--- src/rtl/cpu_pkg.sv ---
// Shared CPU definitions: control FSM state encoding plus the opcode, funct
// and ALUOp constants used by the control unit and the ALU control decoder.
package cpu_pkg;

    typedef enum logic [4:0] {
        ST_FETCH       = 5'd0,
        ST_FETCH_WAIT  = 5'd1,
        ST_DECODE      = 5'd2,
        ST_EXEC_R      = 5'd3,
        ST_WB_R        = 5'd4,
        ST_ADDR        = 5'd5,
        ST_MEM_RD      = 5'd6,
        ST_MEM_RD_WAIT = 5'd7,
        ST_WB_LD       = 5'd8,
        ST_MEM_WR      = 5'd9,
        ST_BRANCH      = 5'd10,
        ST_JUMP        = 5'd11,
        ST_EXEC_I      = 5'd12,
        ST_EXEC_X      = 5'd13,
        ST_WB_I        = 5'd14,
        ST_EXC         = 5'd15,
        ST_EXC_OVF     = 5'd16,
        ST_HALT        = 5'd17
    } state_t;

    localparam logic [5:0] OP_RTYPE = 6'h00;
    localparam logic [5:0] OP_J     = 6'h02;
    localparam logic [5:0] OP_BEQ   = 6'h04;
    localparam logic [5:0] OP_BNE   = 6'h05;
    localparam logic [5:0] OP_ADDI  = 6'h08;
    localparam logic [5:0] OP_ADDIU = 6'h09;
    localparam logic [5:0] OP_SXORI = 6'h0E;
    localparam logic [5:0] OP_LW    = 6'h23;
    localparam logic [5:0] OP_SW    = 6'h2B;

    localparam logic [5:0] FN_HALT  = 6'h0D;
    localparam logic [5:0] FN_ADD   = 6'h20;
    localparam logic [5:0] FN_SUB   = 6'h22;
    localparam logic [5:0] FN_SUBU  = 6'h23;

    localparam logic [2:0] ALUOP_ADD   = 3'b000;
    localparam logic [2:0] ALUOP_SUB   = 3'b001;
    localparam logic [2:0] ALUOP_FUNCT = 3'b010;
    localparam logic [2:0] ALUOP_XOR   = 3'b011;

    // Only the signed R-type arithmetic ops trap on overflow.
    function automatic logic funct_traps(input logic [5:0] funct);
        return (funct == FN_ADD) || (funct == FN_SUB);
    endfunction

endpackage

--- src/rtl/control_unit.sv ---
// Multicycle CPU control FSM: state register plus combinational next-state
// and Moore output decode (PCWrite in BRANCH additionally follows Zero).
module control_unit
    import cpu_pkg::*;
(
    input  logic       clk,
    input  logic       reset_n,
    input  logic [5:0] Opcode,
    input  logic [5:0] Funct,
    input  logic       Zero,
    input  logic       Overflow,
    output logic       PCWrite,
    output logic       IorD,
    output logic       MemWrite,
    output logic       IRWrite,
    output logic       RegDst,
    output logic       MemtoReg,
    output logic       RegWrite,
    output logic       ALUSrcA,
    output logic [1:0] ALUSrcB,
    output logic [1:0] PCSource,
    output logic [2:0] ALUOp,
    output logic       EPCWrite,
    output logic       ExcCause,
    output logic [4:0] State
);

    state_t state_r;
    state_t state_nxt_s;

    // State register, forced to FETCH asynchronously by reset.
    always_ff @(posedge clk or negedge reset_n) begin
        if (!reset_n) begin
            state_r <= ST_FETCH;
        end else begin
            state_r <= state_nxt_s;
        end
    end

    assign State = state_r;

    // Next-state and output decode.
    always_comb begin
        state_nxt_s = ST_FETCH;
        PCWrite     = 1'b0;
        IorD        = 1'b0;
        MemWrite    = 1'b0;
        IRWrite     = 1'b0;
        RegDst      = 1'b0;
        MemtoReg    = 1'b0;
        RegWrite    = 1'b0;
        ALUSrcA     = 1'b0;
        ALUSrcB     = 2'b00;
        PCSource    = 2'b00;
        ALUOp       = ALUOP_ADD;
        EPCWrite    = 1'b0;
        ExcCause    = 1'b0;
        case (state_r)
            ST_FETCH: begin
                state_nxt_s = ST_FETCH_WAIT;
            end
            ST_FETCH_WAIT: begin
                IRWrite     = 1'b1;
                PCWrite     = 1'b1;
                ALUSrcB     = 2'b01;
                state_nxt_s = ST_DECODE;
            end
            ST_DECODE: begin
                // Speculative branch target lands in ALUOut.
                ALUSrcB = 2'b11;
                case (Opcode)
                    OP_RTYPE: begin
                        if (Funct == FN_HALT) begin
                            state_nxt_s = ST_HALT;
                        end else begin
                            state_nxt_s = ST_EXEC_R;
                        end
                    end
                    OP_LW, OP_SW:     state_nxt_s = ST_ADDR;
                    OP_BEQ, OP_BNE:   state_nxt_s = ST_BRANCH;
                    OP_J:             state_nxt_s = ST_JUMP;
                    OP_ADDI, OP_ADDIU: state_nxt_s = ST_EXEC_I;
                    OP_SXORI:         state_nxt_s = ST_EXEC_X;
                    default:          state_nxt_s = ST_EXC;
                endcase
            end
            ST_EXEC_R: begin
                ALUSrcA = 1'b1;
                ALUOp   = ALUOP_FUNCT;
                if (Overflow && funct_traps(Funct)) begin
                    state_nxt_s = ST_EXC_OVF;
                end else begin
                    state_nxt_s = ST_WB_R;
                end
            end
            ST_WB_R: begin
                RegDst   = 1'b1;
                RegWrite = 1'b1;
            end
            ST_ADDR: begin
                ALUSrcA = 1'b1;
                ALUSrcB = 2'b10;
                if (Opcode == OP_LW) begin
                    state_nxt_s = ST_MEM_RD;
                end else begin
                    state_nxt_s = ST_MEM_WR;
                end
            end
            ST_MEM_RD: begin
                IorD        = 1'b1;
                state_nxt_s = ST_MEM_RD_WAIT;
            end
            ST_MEM_RD_WAIT: begin
                IorD        = 1'b1;
                state_nxt_s = ST_WB_LD;
            end
            ST_WB_LD: begin
                MemtoReg = 1'b1;
                RegWrite = 1'b1;
            end
            ST_MEM_WR: begin
                IorD     = 1'b1;
                MemWrite = 1'b1;
            end
            ST_BRANCH: begin
                ALUSrcA  = 1'b1;
                ALUOp    = ALUOP_SUB;
                PCSource = 2'b01;
                if (Opcode == OP_BNE) begin
                    PCWrite = ~Zero;
                end else begin
                    PCWrite = Zero;
                end
            end
            ST_JUMP: begin
                PCWrite  = 1'b1;
                PCSource = 2'b10;
            end
            ST_EXEC_I: begin
                ALUSrcA = 1'b1;
                ALUSrcB = 2'b10;
                if (Overflow && (Opcode == OP_ADDI)) begin
                    state_nxt_s = ST_EXC_OVF;
                end else begin
                    state_nxt_s = ST_WB_I;
                end
            end
            ST_EXEC_X: begin
                ALUSrcA     = 1'b1;
                ALUSrcB     = 2'b10;
                ALUOp       = ALUOP_XOR;
                state_nxt_s = ST_WB_I;
            end
            ST_WB_I: begin
                RegWrite = 1'b1;
            end
            ST_EXC, ST_EXC_OVF: begin
                // ALU computes PC - 4 so EPC points at the faulting instruction.
                ALUSrcB  = 2'b01;
                ALUOp    = ALUOP_SUB;
                EPCWrite = 1'b1;
                PCWrite  = 1'b1;
                PCSource = 2'b11;
                ExcCause = (state_r == ST_EXC_OVF) ? 1'b1 : 1'b0;
            end
            ST_HALT: begin
                state_nxt_s = ST_HALT;
            end
            default: begin
                state_nxt_s = ST_FETCH;
            end
        endcase
    end

endmodule

--- config.mk ---
export PLATFORM = sky130hd
export DESIGN_NAME = control_unit
export DESIGN_NICKNAME = d
export VERILOG_FILES = /design/src/rtl/cpu_pkg.sv /design/src/rtl/control_unit.sv
export SDC_FILE = /design/constraint.sdc
export NUM_CORES = 1
export LEC_CHECK = 0
export BUFFER_PORTS_ARGS = -buffer_cell sky130_fd_sc_hd__clkbuf_2
export CAP_MARGIN = 40
export CORE_MARGIN = 2
export CORE_UTILIZATION = 50
export DETAILED_ROUTE_END_ITERATION = 8
export HOLD_SLACK_MARGIN = 0.12
export MAX_ROUTING_LAYER = met4
export PLACE_DENSITY = 0.88
export SLEW_MARGIN = 40
export SYNTH_ARGS = -nofsm -noshare
export SYNTH_HDL_FRONTEND = slang
export SYNTH_SLANG_ARGS = --single-unit
--- constraint.sdc ---
create_clock -name clk -period 4.8 [get_ports clk]
set_clock_uncertainty 0.15 [all_clocks]
set_input_delay 0.24 -clock clk [delete_from_list [all_inputs] [get_ports clk]]
set_output_delay 0.24 -clock clk [all_outputs]
set_load 0.1 [all_outputs]
; After elaboration in Yosys (flattened, before gate mapping)
; Index checks and enable logic that the tools add are counted.
[op_classes]
eq_ne = 28
muxes = 21
n_bitwise = 1
n_reduce_logical = 16
[op_table]
columns = op, n
row1 = case mux 5 bit (10 select lines), 1
row2 = == test 5 x 4 -> 1 bit (second input constant), 8
row3 = case mux 5 bit (6 select lines), 1
row4 = == test 6 x 4 -> 1 bit (second input constant), 4
row5 = == test 6 bit (second input constant), 4
row6 = == test 5 x 3 -> 1 bit (second input constant), 4
row7 = case mux 2 bit (3 select lines), 3
row8 = 2-to-1 mux 5 bit, 3
row9 = OR reduction 3 bit, 5
row10 = == test 6 x 3 -> 1 bit (second input constant), 2
row11 = 2-to-1 mux 1 bit, 11
row12 = == test 5 x 2 -> 1 bit (second input constant), 2
row13 = == test 5 bit (second input constant), 2
row14 = OR reduction 2 bit, 4
row15 = == test 6 x 2 -> 1 bit (second input constant), 1
row16 = zero test 6 bit, 1
row17 = == test 5 x 1 -> 1 bit (second input constant), 1
row18 = zero test 5 bit, 1
row19 = OR reduction 5 bit, 1
row20 = 2-to-1 mux 4 bit, 1
row21 = OR reduction 4 bit, 1
row22 = logical AND 1 bit, 2
row23 = case mux 1 bit (2 select lines), 1
row24 = logical OR 1 bit, 1
row25 = inverter 1 bit, 1
[totals]
ff_bits = 5
inputBits = 16
output_inout_bits = 22
elab_cells = 67

; Depth between registers and ports, before layout
[logic_depth]
ltp_word = 5
ltp_mapped = 5
mapped_depth_nobuf = 4

; Worst setup path before layout
; OpenSTA, ideal clock, no wires.
[synth_path]
kind = flip-flop to output port
start = register state_r[3], in the netlist State[3]
end = output port ALUSrcA
arrival_ns = 6.242
setup_slack_ns = -1.832
stages_incl_launch_ff = 5
path_cell_list = dfrtp_1 clkbuf_1 clkbuf_1 nor2_1 a2111oi_0
[synth_between]
elab_chain_len = 3
elab_cells_between_ends = 7
[synth_rtl]
columns = element, line_no
row1 = from (decl), control_unit.sv:28  ; state_t state_r;
row2 = from (signal assigned), control_unit.sv:36  ; state_r <= state_nxt_s;
row3 = "== test 5 x 4 -> 1 bit, or another cell as far along", control_unit.sv:58  ; case (state_r)
row4 = OR reduction 5 bit (no source line) (*), --
row5 = 2-to-1 mux 1 bit (*), control_unit.sv:58
row6 = to (decl), control_unit.sv:19  ; output logic ALUSrcA,
; Every way passes the cells marked *; elsewhere a longest branch is shown, timed or not.

; Final worst setup path
[layout_path]
start = register state_r[1], in the netlist State[1]
end = output port PCWrite
[layout_between]
elab_chain_len = 3
elab_cells_between_ends = 7
[layout_rtl]
columns = element, line_no
row1 = "== test 5 bit, or another cell as far along", control_unit.sv:58
row2 = OR reduction 4 bit (no source line), --
row3 = case mux 1 bit (2 select lines) (*), control_unit.sv:58
row4 = to (decl), control_unit.sv:12  ; output logic PCWrite,
; Marks and branches as above.

==> results_dict.tcl <==
set metrics [dict create \
    status "finished, final reports clean" \
    drt-initial-drc-count 33 \
    hp-class "input port to asynchronous set/reset pin" \
    fmax_mhz 394.6 \
    finalHoldViolCount 0 \
    layout-drive-gt1-share_pct 28.57 \
    io_pins 38 \
    ys_seq_area_share_pct 15.27 \
    layout_common_cells "clkbuf_2, nor2_1, nand2_1" \
    ctsResizeCount 0 \
    critPathMaxFanout 20 \
    area_growth_pct 23.66 \
    crit_required_ns 4.41 \
    worst_slew_pin_slew_ns 0.5863 \
    core_area_sq_um 1524 \
    r2r-end "State[1]" \
    dr.pass1.iters 4 \
    drc 0 \
    finalSetupTns_ns 0 \
    postSynth.asyncResetShare_pct 100.0 \
    crit_buf_inv 1 \
    cts_root_buf "clkbuf_4" \
    drv_slew 0 \
    portBuffers 36 \
    synth.avg_cell_area_sq_um 6.663 \
    slowest_stage "dfrtp_1" \
    grt_usage_pct 25.90 \
    n_antenna_cell 0 \
    chipWidth_um 44.49 \
    synth-edff-count 0 \
    r2r_cells 4 \
    cp_slowest_stage_delay_ns 0.58 \
    slew_headroom_pct 60.91 \
    cts.sinks 5 \
    synthesis.area_sq_um 819.5 \
    h-tree-depth 1 \
    rsz0062_at_grt "false" \
    clk_path_buf_depth 2 \
    yosys_warnings 0 \
    grt_pass1_vias 878 \
    clk_pin_slew_ns 0.04 \
    grt_first_pass_wirelength_um 3760 \
    finalSetupViolCount 0 \
    vias 1039 \
    crit_path_end_kind "output port" \
    hpwl_um 1734 \
    largest_reg_flops 5 \
    wl_um 2272 \
    clk_latency_ns 0.25 \
    vias_per_cell 6.112 \
    yosysUniqueCellTypes 43 \
    num_rows 14 \
    n_fill_cell 149 \
    gr-total-overflow 0 \
    tritoncts "yes" \
    gp_congestion 0.9505 \
    dieArea_sq_um 1979 \
    period_share_pct 52.79 \
    ys_seq_elements 5 \
    reg2reg_slack_ns 2.89 \
    syn_inst 123 \
    rr_startpoint "State[4]" \
    crit_arrival_ns 2.14 \
    die_h_um 44.49 \
    crit_path_cell_trace "nor3_1 > nand3_1 > o31a_1 > o31ai_1 > clkbuf_2" \
    ant_nets 0 \
    min_period_ns 2.534 \
    critPathTopFamily "flip-flops" \
    synthFlopType "dfrtp_1" \
    grt_max_degree 22 \
    start_util_pct 53.78 \
    synth_fp_nets 139 \
    crit_type "register to output port" \
    routedWlPerCell_um 13.36 \
    cp-start-kind "register" \
    antenna_found_initial 0 \
    layout_commonest_cell "clkbuf_2" \
    cts_buffers 3 \
    maxCapViolCount 0 \
    fin_nets 171 \
]
[repair_timing]
item	in CTS	in global routing
endpoints found under the hold margin	5	0
setup buffers	0	0
hold buffers	1	0
[worst register-to-register path, stage by stage, from the launching register on]
cell and delay [ns]:
dfrtp_1 0.55, or2_2 0.44, nor3_1 0.38, o221ai_1 0.19
nand4b_1 0.14
[cell type report]
type | instances | area, sq um | area share [%]
Clock buffer | 4 | 26.28 | 2.593
Timing Repair Buffer | 37 | 190.2 | 18.77
Multi-Input combinational cell | 102 | 629.4 | 62.10
Sequential cell | 5 | 125.1 | 12.35
Inverter | 6 | 22.52 | 2.222
Tap cell | 16 | 20.02 | 1.975
[worst max path at each step]
stage,endpoint,cells after the start,slack [ns],from
floorplan,PCSource[0],4,0.51,State[3]
global placement,ALUSrcB[0],5,2.61,State[1]
detailed placement,PCWrite,5,2.55,State[1]
CTS,PCWrite,5,2.28,State[1]
global route,ALUSrcB[0],5,2.10,State[1]
finish,PCWrite,5,2.27,State[1]
[metrics by stage]
stage | cell area [sq um] | hold WS [ns] | setup slack [ns] | util [%] | std cells
floorplan | 825.8 | -0.2056 | 0.5124 | - | 123
global placement | 977.2 | -0.09397 | 2.606 | 64.12 | 165
detailed placement | 977.2 | -0.09011 | 2.553 | 64.12 | 165
CTS | 1013 | 0.1888 | 2.281 | 66.50 | 170
global route | 1013 | 0.2139 | 2.095 | 66.50 | 170
finish | 1013 | 0.1834 | 2.266 | 66.50 | 170
[cell usage after synthesis, types with 2 or more instances]
cell | number | area share [%]
nand3b_1 | 4 | 3.7
o211ai_1 | 2 | 1.8
a31oi_1 | 2 | 1.5
nand2_1 | 9 | 4.1
and2_1 | 2 | 1.5
dfrtp_1 | 5 | 15
nor2b_1 | 2 | 1.5
nand3_1 | 5 | 3.1
clkbuf_1 | 8 | 3.7
a2111oi_0 | 2 | 2.1
o31a_1 | 2 | 2.1
nand4b_1 | 3 | 3.2
or3_1 | 2 | 1.5
nand2b_1 | 4 | 3.1
nor3_1 | 7 | 4.3
nor4bb_1 | 2 | 2.4
a21oi_1 | 7 | 4.3
inv_1 | 6 | 2.7
xor2_1 | 2 | 2.1
o31ai_1 | 4 | 3.7
o21ai_0 | 6 | 3.7
nor2_1 | 16 | 7.3
[kinds of logic after synthesis]
logic type,after synthesis,share of synthesized area (%)
simple gates,65,44.89
xor+xnor,2,2.138
buf+inv,16,8.702
flops,5,15.27
compound gates,34,28.55
other cells,1,0.4576
[metal layers]
metal	global-route usage [%]	up-vias	wire length, um
met5	-	-	0
met4	9.697	0	29
met3	3.673	4	137
met2	43.77	41	1117
met1	30.71	468	987
li1	-	526	-
Power is left out: the tool's default activity adds up to more than one toggle a clock period on the data nets, which glitch-free logic cannot reach.
